<file path="src/rtl/sim_pkg.sv">
// sim_pkg: sequencer state encodings and default grid dimensions shared by the
// sim_sequencer slice.
package sim_pkg;
    typedef enum logic [2:0] {
        IDLE      = 3'd0,
        WAIT_TICK = 3'd1,
        SCAN      = 3'd2,
        DONE      = 3'd3,
        PAUSED    = 3'd4
    } seq_state_t;
    localparam int GRID_W_DEF = 160;
    localparam int GRID_H_DEF = 120;
endpackage

</file>
<file path="src/rtl/sim_sequencer_if.sv">
// sim_sequencer_if: write-location bus between the sequencer (master) and the
// cell environment (slave).
interface sim_sequencer_if #(
    parameter int GRID_W = sim_pkg::GRID_W_DEF,
    parameter int GRID_H = sim_pkg::GRID_H_DEF
);
    logic                      env_ready;
    logic [$clog2(GRID_W)-1:0] writeLoc_x;
    logic [$clog2(GRID_H)-1:0] writeLoc_y;
    logic                      write_flag;
    logic                      hold_locs;
    modport master (input env_ready, output writeLoc_x, writeLoc_y, write_flag, hold_locs);
    modport slave  (output env_ready, input writeLoc_x, writeLoc_y, write_flag, hold_locs);
endinterface

</file>
<file path="src/rtl/tick_divider.sv">
// tick_divider: counts 0..factor-1 while enabled and pulses tick on the
// terminal count; factor 0 behaves as 1, count is frozen while disabled.
module tick_divider #(
    parameter int FACTOR_W = 26
) (
    input  logic                Clk,
    input  logic                RESET_SIM_N,
    input  logic                enable,
    input  logic [FACTOR_W-1:0] factor,
    output logic                tick
);
    logic [FACTOR_W-1:0] cnt;
    logic [FACTOR_W-1:0] last;
    assign last = (factor == '0) ? '0 : factor - FACTOR_W'(1);
    // >= so a factor lowered mid-count still terminates at once
    assign tick = enable && (cnt >= last);
    always_ff @(posedge Clk) begin
        if (!RESET_SIM_N) cnt <= '0;
        else if (enable) cnt <= tick ? '0 : cnt + FACTOR_W'(1);
    end
endmodule

</file>
<file path="src/rtl/sim_sequencer.sv">
// sim_sequencer: paces raster sweeps of the cell grid on game ticks.
// Build macro SIM_SEQ_STEP_EN enables pause/single-step; otherwise both are ignored.
module sim_sequencer
    import sim_pkg::*;
#(
    parameter int GRID_W   = GRID_W_DEF,
    parameter int GRID_H   = GRID_H_DEF,
    parameter int FACTOR_W = 26,
    parameter int GEN_W    = 16
) (
    input  logic                Clk,
    input  logic                RESET_SIM_N,
    input  logic                run,
    input  logic                pause,
    input  logic                step_req,
    input  logic [FACTOR_W-1:0] tick_factor,
    sim_sequencer_if.master     bus,
    output logic                sweep_done,
    output logic [GEN_W-1:0]    generation,
    output logic                overrun,
    output logic [2:0]          seq_state
);
    localparam int XW = $clog2(GRID_W);
    localparam int YW = $clog2(GRID_H);
    localparam logic [XW-1:0] X_LAST = XW'(GRID_W - 1);
    localparam logic [YW-1:0] Y_LAST = YW'(GRID_H - 1);

    seq_state_t state;
    logic [XW-1:0] x;
    logic [YW-1:0] y;
    logic stepping;
    logic tick;
    logic write_flag;
    logic pause_en;
    logic step_en;

`ifdef SIM_SEQ_STEP_EN
    assign pause_en = pause;
    assign step_en  = step_req;
`else
    logic unused_ctl;
    assign pause_en   = 1'b0;
    assign step_en    = 1'b0;
    assign unused_ctl = ^{pause, step_req};
`endif

    tick_divider #(.FACTOR_W(FACTOR_W)) u_div (
        .Clk         (Clk),
        .RESET_SIM_N (RESET_SIM_N),
        .enable      (state == WAIT_TICK || state == SCAN),
        .factor      (tick_factor),
        .tick        (tick)
    );

    assign write_flag     = (state == SCAN) && bus.env_ready;
    assign bus.write_flag = write_flag;
    assign bus.hold_locs  = !write_flag;
    assign bus.writeLoc_x = x;
    assign bus.writeLoc_y = y;
    assign sweep_done     = (state == DONE);
    assign seq_state      = state;

    always_ff @(posedge Clk) begin
        if (!RESET_SIM_N) begin
            state      <= IDLE;
            x          <= '0;
            y          <= '0;
            stepping   <= 1'b0;
            generation <= '0;
            overrun    <= 1'b0;
        end else begin
            if (tick && state == SCAN) overrun <= 1'b1;
            // a sweep that reached DONE is complete even if run drops now
            if (state == DONE) generation <= generation + GEN_W'(1);
            if (!run) begin
                state <= IDLE;
                x     <= '0;
                y     <= '0;
            end else begin
                case (state)
                    IDLE: state <= WAIT_TICK;
                    WAIT_TICK: begin
                        if (tick) begin
                            state    <= SCAN;
                            x        <= '0;
                            y        <= '0;
                            stepping <= 1'b0;
                        end else if (pause_en) begin
                            state <= PAUSED;
                        end
                    end
                    SCAN: begin
                        if (write_flag) begin
                            x <= (x == X_LAST) ? '0 : x + XW'(1);
                            if (x == X_LAST) y <= (y == Y_LAST) ? '0 : y + YW'(1);
                            if (x == X_LAST && y == Y_LAST) state <= DONE;
                        end
                    end
                    DONE: state <= (pause_en || stepping) ? PAUSED : WAIT_TICK;
                    PAUSED: begin
                        if (step_en) begin
                            state    <= SCAN;
                            x        <= '0;
                            y        <= '0;
                            stepping <= 1'b1;
                        end else if (!pause_en) begin
                            state <= WAIT_TICK;
                        end
                    end
                    default: state <= IDLE;
                endcase
            end
        end
    end
endmodule
</file>
<file path="src/flat_wrapper.sv">
// flat-port wrapper written by rule: the top's interface ports become plain ports
module sim_sequencer_flat import sim_pkg::*;
#(
    parameter int GRID_W   = GRID_W_DEF,
    parameter int GRID_H   = GRID_H_DEF,
    parameter int FACTOR_W = 26,
    parameter int GEN_W    = 16
)
  (Clk, RESET_SIM_N, run, pause, step_req, tick_factor, sweep_done, generation, overrun, seq_state, bus_env_ready, bus_writeLoc_x, bus_writeLoc_y, bus_write_flag, bus_hold_locs);
  sim_sequencer_if #(.GRID_W(GRID_W), .GRID_H(GRID_H)) bus_i ();
  input  logic Clk;
  input  logic RESET_SIM_N;
  input  logic run;
  input  logic pause;
  input  logic step_req;
  input  logic [FACTOR_W-1:0] tick_factor;
  output logic sweep_done;
  output logic [GEN_W-1:0] generation;
  output logic overrun;
  output logic [2:0] seq_state;
  input wire logic [$bits(bus_i.env_ready)-1:0] bus_env_ready;
  output wire logic [$bits(bus_i.writeLoc_x)-1:0] bus_writeLoc_x;
  output wire logic [$bits(bus_i.writeLoc_y)-1:0] bus_writeLoc_y;
  output wire logic [$bits(bus_i.write_flag)-1:0] bus_write_flag;
  output wire logic [$bits(bus_i.hold_locs)-1:0] bus_hold_locs;
  assign bus_i.env_ready = bus_env_ready;
  assign bus_writeLoc_x = bus_i.writeLoc_x;
  assign bus_writeLoc_y = bus_i.writeLoc_y;
  assign bus_write_flag = bus_i.write_flag;
  assign bus_hold_locs = bus_i.hold_locs;
  sim_sequencer #(.GRID_W(GRID_W), .GRID_H(GRID_H), .FACTOR_W(FACTOR_W), .GEN_W(GEN_W)) u_core (.Clk(Clk), .RESET_SIM_N(RESET_SIM_N), .run(run), .pause(pause), .step_req(step_req), .tick_factor(tick_factor), .bus(bus_i), .sweep_done(sweep_done), .generation(generation), .overrun(overrun), .seq_state(seq_state));
endmodule
</file>
<file path="config.mk">
export PLATFORM = sky130hd
export DESIGN_NAME = sim_sequencer_flat
export DESIGN_NICKNAME = d
export VERILOG_FILES = /design/src/rtl/sim_pkg.sv /design/src/rtl/sim_sequencer_if.sv /design/src/rtl/tick_divider.sv /design/src/rtl/sim_sequencer.sv /design/src/flat_wrapper.sv
export SDC_FILE = /design/constraint.sdc
export NUM_CORES = 1
export LEC_CHECK = 0
export BUFFER_PORTS_ARGS = -buffer_cell sky130_fd_sc_hd__buf_2
export CAP_MARGIN = 10
export CORE_MARGIN = 4
export CORE_UTILIZATION = 50
export CTS_CLUSTER_DIAMETER = 30
export CTS_CLUSTER_SIZE = 12
export DETAILED_ROUTE_END_ITERATION = 7
export PLACE_DENSITY = 0.75
export RECOVER_POWER = 25
export SLEW_MARGIN = 20
export SYNTH_ARGS = -nofsm -noshare
export SYNTH_HDL_FRONTEND = slang
export SYNTH_SLANG_ARGS = --single-unit
</file>
<file path="constraint.sdc">
create_clock -name Clk -period 5.8 [get_ports Clk]
set_input_delay 0.87 -clock Clk [delete_from_list [all_inputs] [get_ports Clk]]
set_output_delay 0.87 -clock Clk [all_outputs]
set_load 0.05 [all_outputs]
</file>
==> results by group <==
Setup path
  – Startpoint types: input pin
  – Data arrival time of the critical path: 5.61 ns
  – Kind of end point of the critical path: flip-flop
  – Maximum fanout count along the critical path: 14
  – Worst r2r dst: u_core.bus.writeLoc_y[5]
  – CP required: 6.05 ns
  – Kind of critical path: in -> reg
  – Crit path launch: tick_factor[9]
  – Worst flop-to-flop path startpoint: u_core.u_div.cnt[0]
  – Setup slack of the most critical reg-to-reg path: ~3.0 ns
  – Worst r2r path cells: 10
  – End point of the critical path: u_core.bus.writeLoc_y[5]

STA
  – Unrepaired setup endpoints after global routing: no
  – Final worst clock skew: 0.0109 ns
  – Fin Setup TNS: 0 ns
  – Final Cycle Share: just over 90%
  – Least-Margin Pin Slew: 0.720 ns
  – Final Hold Viols: 0
  – Highest achievable clock rate: between 0.15 and 0.2 GHz
  – Final-report max-slew violation count: 0
  – Worst slew margin relative to its limit: between 50% and 60%
  – Time the worst path needs with I/O delays and setup: 5.36 ns
  – Setup violation total in the final timing report: 0
  – Worst hold slack: about 0.50 ns

CTS
  – Clock root buffer: sky130_fd_sc_hd__clkbuf_8
  – Cts bufs inserted: 9
  – Clock transition at the registers of the reported paths: approximately 0.07 ns
  – CTS tree: built
  – Maximum level of the CTS H-tree: 3
  – Count of instances resized after the clock tree is built: 0
  – Clock sink total: 60
  – Buffer levels on the longest clock path: 2
  – Later-pin clock latency in the skew report: 0.34 ns
  – Post-CTS Hold Fix Bufs: 0
  – Number of setup buffers added after CTS: 0

Outcome
  – Outcome: completed

Floorplan
  – DIE WIDTH: 96.9 µm
  – Starting density of the core: 51.4%
  – Number of primary I/O pins: 70
  – Full die area: 0.00939 mm²
  – Floorplan core area: between 0.007 and 0.008 mm²
  – Site row count: 32
  – Die Height: 96.9 µm

Logic synthesis
  – Flip-flop and latch count after synthesis: 60
  – Mean cell area of the mapped netlist: roughly 8 µm²
  – Area contributors post-synth: sky130_fd_sc_hd__dfxtp_1 (30%), sky130_fd_sc_hd__ha_1 (11%), sky130_fd_sc_hd__xor2_1 (7.8%)
  – Post-Syn Nets: 558
  – Most frequent cell after synthesis: sky130_fd_sc_hd__dfxtp_1
  – Sequential area share after synthesis: 30.4%
  – Combined area of all synthesized cells: approximately 0.004 mm²
  – Share of async-settable or async-resettable flops after synthesis: 0%
  – Most frequent cells after synthesis: sky130_fd_sc_hd__dfxtp_1 (60), sky130_fd_sc_hd__nand2_1 (59), sky130_fd_sc_hd__nor2_1 (52)
  – Netlist cell types: 51
  – Synth warnings: 0
  – Most frequently used flop master after synthesis: sky130_fd_sc_hd__dfxtp_1
  – Synth Instances: 492
  – Number of synthesized flops with an enable pin: 0
  – Top cell type by total area after synthesis: sky130_fd_sc_hd__dfxtp_1
  – Share of the synthesized area in the top cell type: 30.4%

Worst hold path
  – Hold Path Class: reg -> reg
  – Startpoint of the worst hold path: u_core.bus.writeLoc_y[0]

Global routing
  – Global-route wire length before repair: about 15,000 µm
  – Aggregate global-route resource usage: 18.6%
  – Maximum number of pins on one net before global-route repair: 27
  – Number of antenna violations at the first check in global routing: 0
  – Total overflow reported by the global router: 0
  – Number of global-route vias before repair: 3,370

Routing
  – Starting DRC count in detailed routing: 95
  – Routed wire length: 8620 µm
  – Remaining antenna violation count after routing: 0
  – Ratio of routed vias to standard cells: roughly 5.4
  – Via count: 3,636
  – Wirelength per Cell: between 10 and 15 µm
  – Number of search-and-repair iterations in the first detailed-routing pass: 5
  – DRC: 0

Pwr
  – Maximum ir drop on the vdd rail: 0.0000920 V
  – Relative contribution of sequential cells to total power: between 40% and 50%
  – Switching share of power: 24.8%
  – Total leakage power: between 1.5 and 2 nW
  – Switching pwr: 0.229 mW
  – Fraction of power consumed by the clock network: 44.7%
  – Power Dens Cells: 200 mW/mm²
  – Internal power contribution: approximately 0.7 mW
  – Share of power burned in combinational logic: under 10%

Cells and area
  – Area growth from synthesis to layout: 16.2%
  – Ant diodes: 0
  – Core occupancy in the finished layout: 59.7%
  – Layout filler cell count: 703
  – Fraction of layout cells with a size suffix above 1: ~15%
  – Final nets: 629

Job
  – Count of max-cap constraint violations: 0

Place
  – Post-detail-place hpwl: 6720 µm
  – Port bufs: 66
  – Final estimated routing congestion in global placement: 0.865
-- how the worst min path moves through the flow --
stage                                to  cells past startpoint
3_3_place_gp             u_core.overrun                      1
6_report       u_core.bus.writeLoc_y[0]                      2
3_5_place_dp             u_core.overrun                      1
4_1_cts                  u_core.overrun                      1
5_1_grt        u_core.bus.writeLoc_y[0]                      2
2_1_floorplan      u_core.u_div.cnt[25]                      2
-- per-layer routing --
layer	up-vias	part of all wire, %	GRT usage (%)
li1	1876	-	-
met1	1637	47	24.1
met2	109	45	29.9
met3	14	6.0	4.18
met4	0	1.5	7.13
met5	-	0	0
-- placed cells by master (no fill, tap or decap), types with 2 or more instances in the layout --
| master | count |
|---|---|
| sky130_fd_sc_hd__o31ai_1 | 6 |
| sky130_fd_sc_hd__dfxtp_1 | 60 |
| sky130_fd_sc_hd__bufinv_16 | 2 |
| sky130_fd_sc_hd__clkbuf_8 | 9 |
| sky130_fd_sc_hd__xnor2_1 | 23 |
| sky130_fd_sc_hd__o21ai_0 | 18 |
| sky130_fd_sc_hd__and2_1 | 17 |
| sky130_fd_sc_hd__nand4b_1 | 2 |
| sky130_fd_sc_hd__a211oi_1 | 3 |
| sky130_fd_sc_hd__or4_4 | 3 |
| sky130_fd_sc_hd__nand2_2 | 3 |
| sky130_fd_sc_hd__or3_1 | 6 |
| sky130_fd_sc_hd__o211ai_1 | 4 |
| sky130_fd_sc_hd__clkbuf_1 | 14 |
| sky130_fd_sc_hd__nand2_1 | 59 |
| sky130_fd_sc_hd__a21oi_1 | 22 |
| sky130_fd_sc_hd__nor3_1 | 12 |
| sky130_fd_sc_hd__inv_1 | 11 |
| sky130_fd_sc_hd__and2_0 | 6 |
| sky130_fd_sc_hd__and3_1 | 13 |
| sky130_fd_sc_hd__nand3_1 | 26 |
| sky130_fd_sc_hd__mux2i_1 | 3 |
| sky130_fd_sc_hd__ha_1 | 34 |
| sky130_fd_sc_hd__a31oi_1 | 2 |
| sky130_fd_sc_hd__nand4_1 | 11 |
| sky130_fd_sc_hd__and4_1 | 6 |
| sky130_fd_sc_hd__nand2b_1 | 4 |
| sky130_fd_sc_hd__nor4_1 | 6 |
| sky130_fd_sc_hd__nor2b_1 | 5 |
| sky130_fd_sc_hd__buf_4 | 8 |
| sky130_fd_sc_hd__or4_1 | 4 |
| sky130_fd_sc_hd__o41ai_1 | 3 |
| sky130_fd_sc_hd__clkinvlp_4 | 2 |
| sky130_fd_sc_hd__xor2_1 | 35 |
| sky130_fd_sc_hd__buf_2 | 53 |
| sky130_fd_sc_hd__nor2_1 | 52 |
-- critical path, cell delays in order --
cell	delay (ns)
sky130_fd_sc_hd__buf_2	0.13
sky130_fd_sc_hd__or4_4	0.56
sky130_fd_sc_hd__or4_4	0.45
sky130_fd_sc_hd__or4_4	0.45
sky130_fd_sc_hd__or2_4	0.28
sky130_fd_sc_hd__or3_1	0.40
sky130_fd_sc_hd__buf_4	0.20
sky130_fd_sc_hd__a21bo_2	0.21
sky130_fd_sc_hd__ha_1	0.16
sky130_fd_sc_hd__nand4_1	0.14
sky130_fd_sc_hd__nor3_1	0.24
sky130_fd_sc_hd__nand2_1	0.11
sky130_fd_sc_hd__a311oi_1	0.46
sky130_fd_sc_hd__o31ai_1	0.28
sky130_fd_sc_hd__or4_1	0.52
sky130_fd_sc_hd__a21oi_1	0.16
-- per-stage QoR --
| step | power, mW | instances | worst slack [ns] | area [µm²] |
|---|---|---|---|---|
| floorplan | 0.485 | 492 | 0.277 | 3950 |
| global placement | 0.515 | 654 | 0.175 | 4390 |
| detailed placement | 0.518 | 654 | 0.153 | 4390 |
| CTS | 0.930 | 670 | 0.494 | 4610 |
| global route | 0.964 | 670 | 0.230 | 4590 |
| finish | 0.920 | 670 | 0.444 | 4590 |
-- cells by family after synthesis --
logic type	count (synthesis)	synth area share (%)
xor gates and xnor gates	58	12.9
adders and majority gates	34	10.8
other	1	0.0949
DFF	60	30.4
muxes	3	0.760
AOI/OAI and AO/OA	69	10.8
and+or+nand+nor	242	31.3
buffers and inverters	25	3.04
-- power by group through the flow --
| stage | logic, mW | registers [mW] | clock network (mW) |
|---|---|---|---|
| floorplan | 0.0554 | 0.429 | 0 |
| global placement | 0.0882 | 0.427 | 0 |
| detailed placement | 0.0910 | 0.427 | 0 |
| CTS | 0.0913 | 0.418 | 0.421 |
| global route | 0.103 | 0.418 | 0.443 |
| finish | 0.0912 | 0.418 | 0.411 |
-- state kept, by name, indices dropped and copies added (netlist names) --
register and cells:
u_core.bus.writeLoc_x 8, u_core.bus.writeLoc_y 7, u_core.generation 16, u_core.overrun 1
u_core.seq_state 2, u_core.u_div.cnt 26
-- cell type report --
type,instances,area [µm²],share of cell area [%]
clock inverters,6,88.8,1.93
repair buffers,74,374,8.15
well taps,102,128,2.78
clock buffers,10,128,2.78
flip-flops and latches,60,1200,26.2
multi-input cells,407,2630,57.3
inverters,11,41.3,0.899
Power figures use the tool's default switching activity.
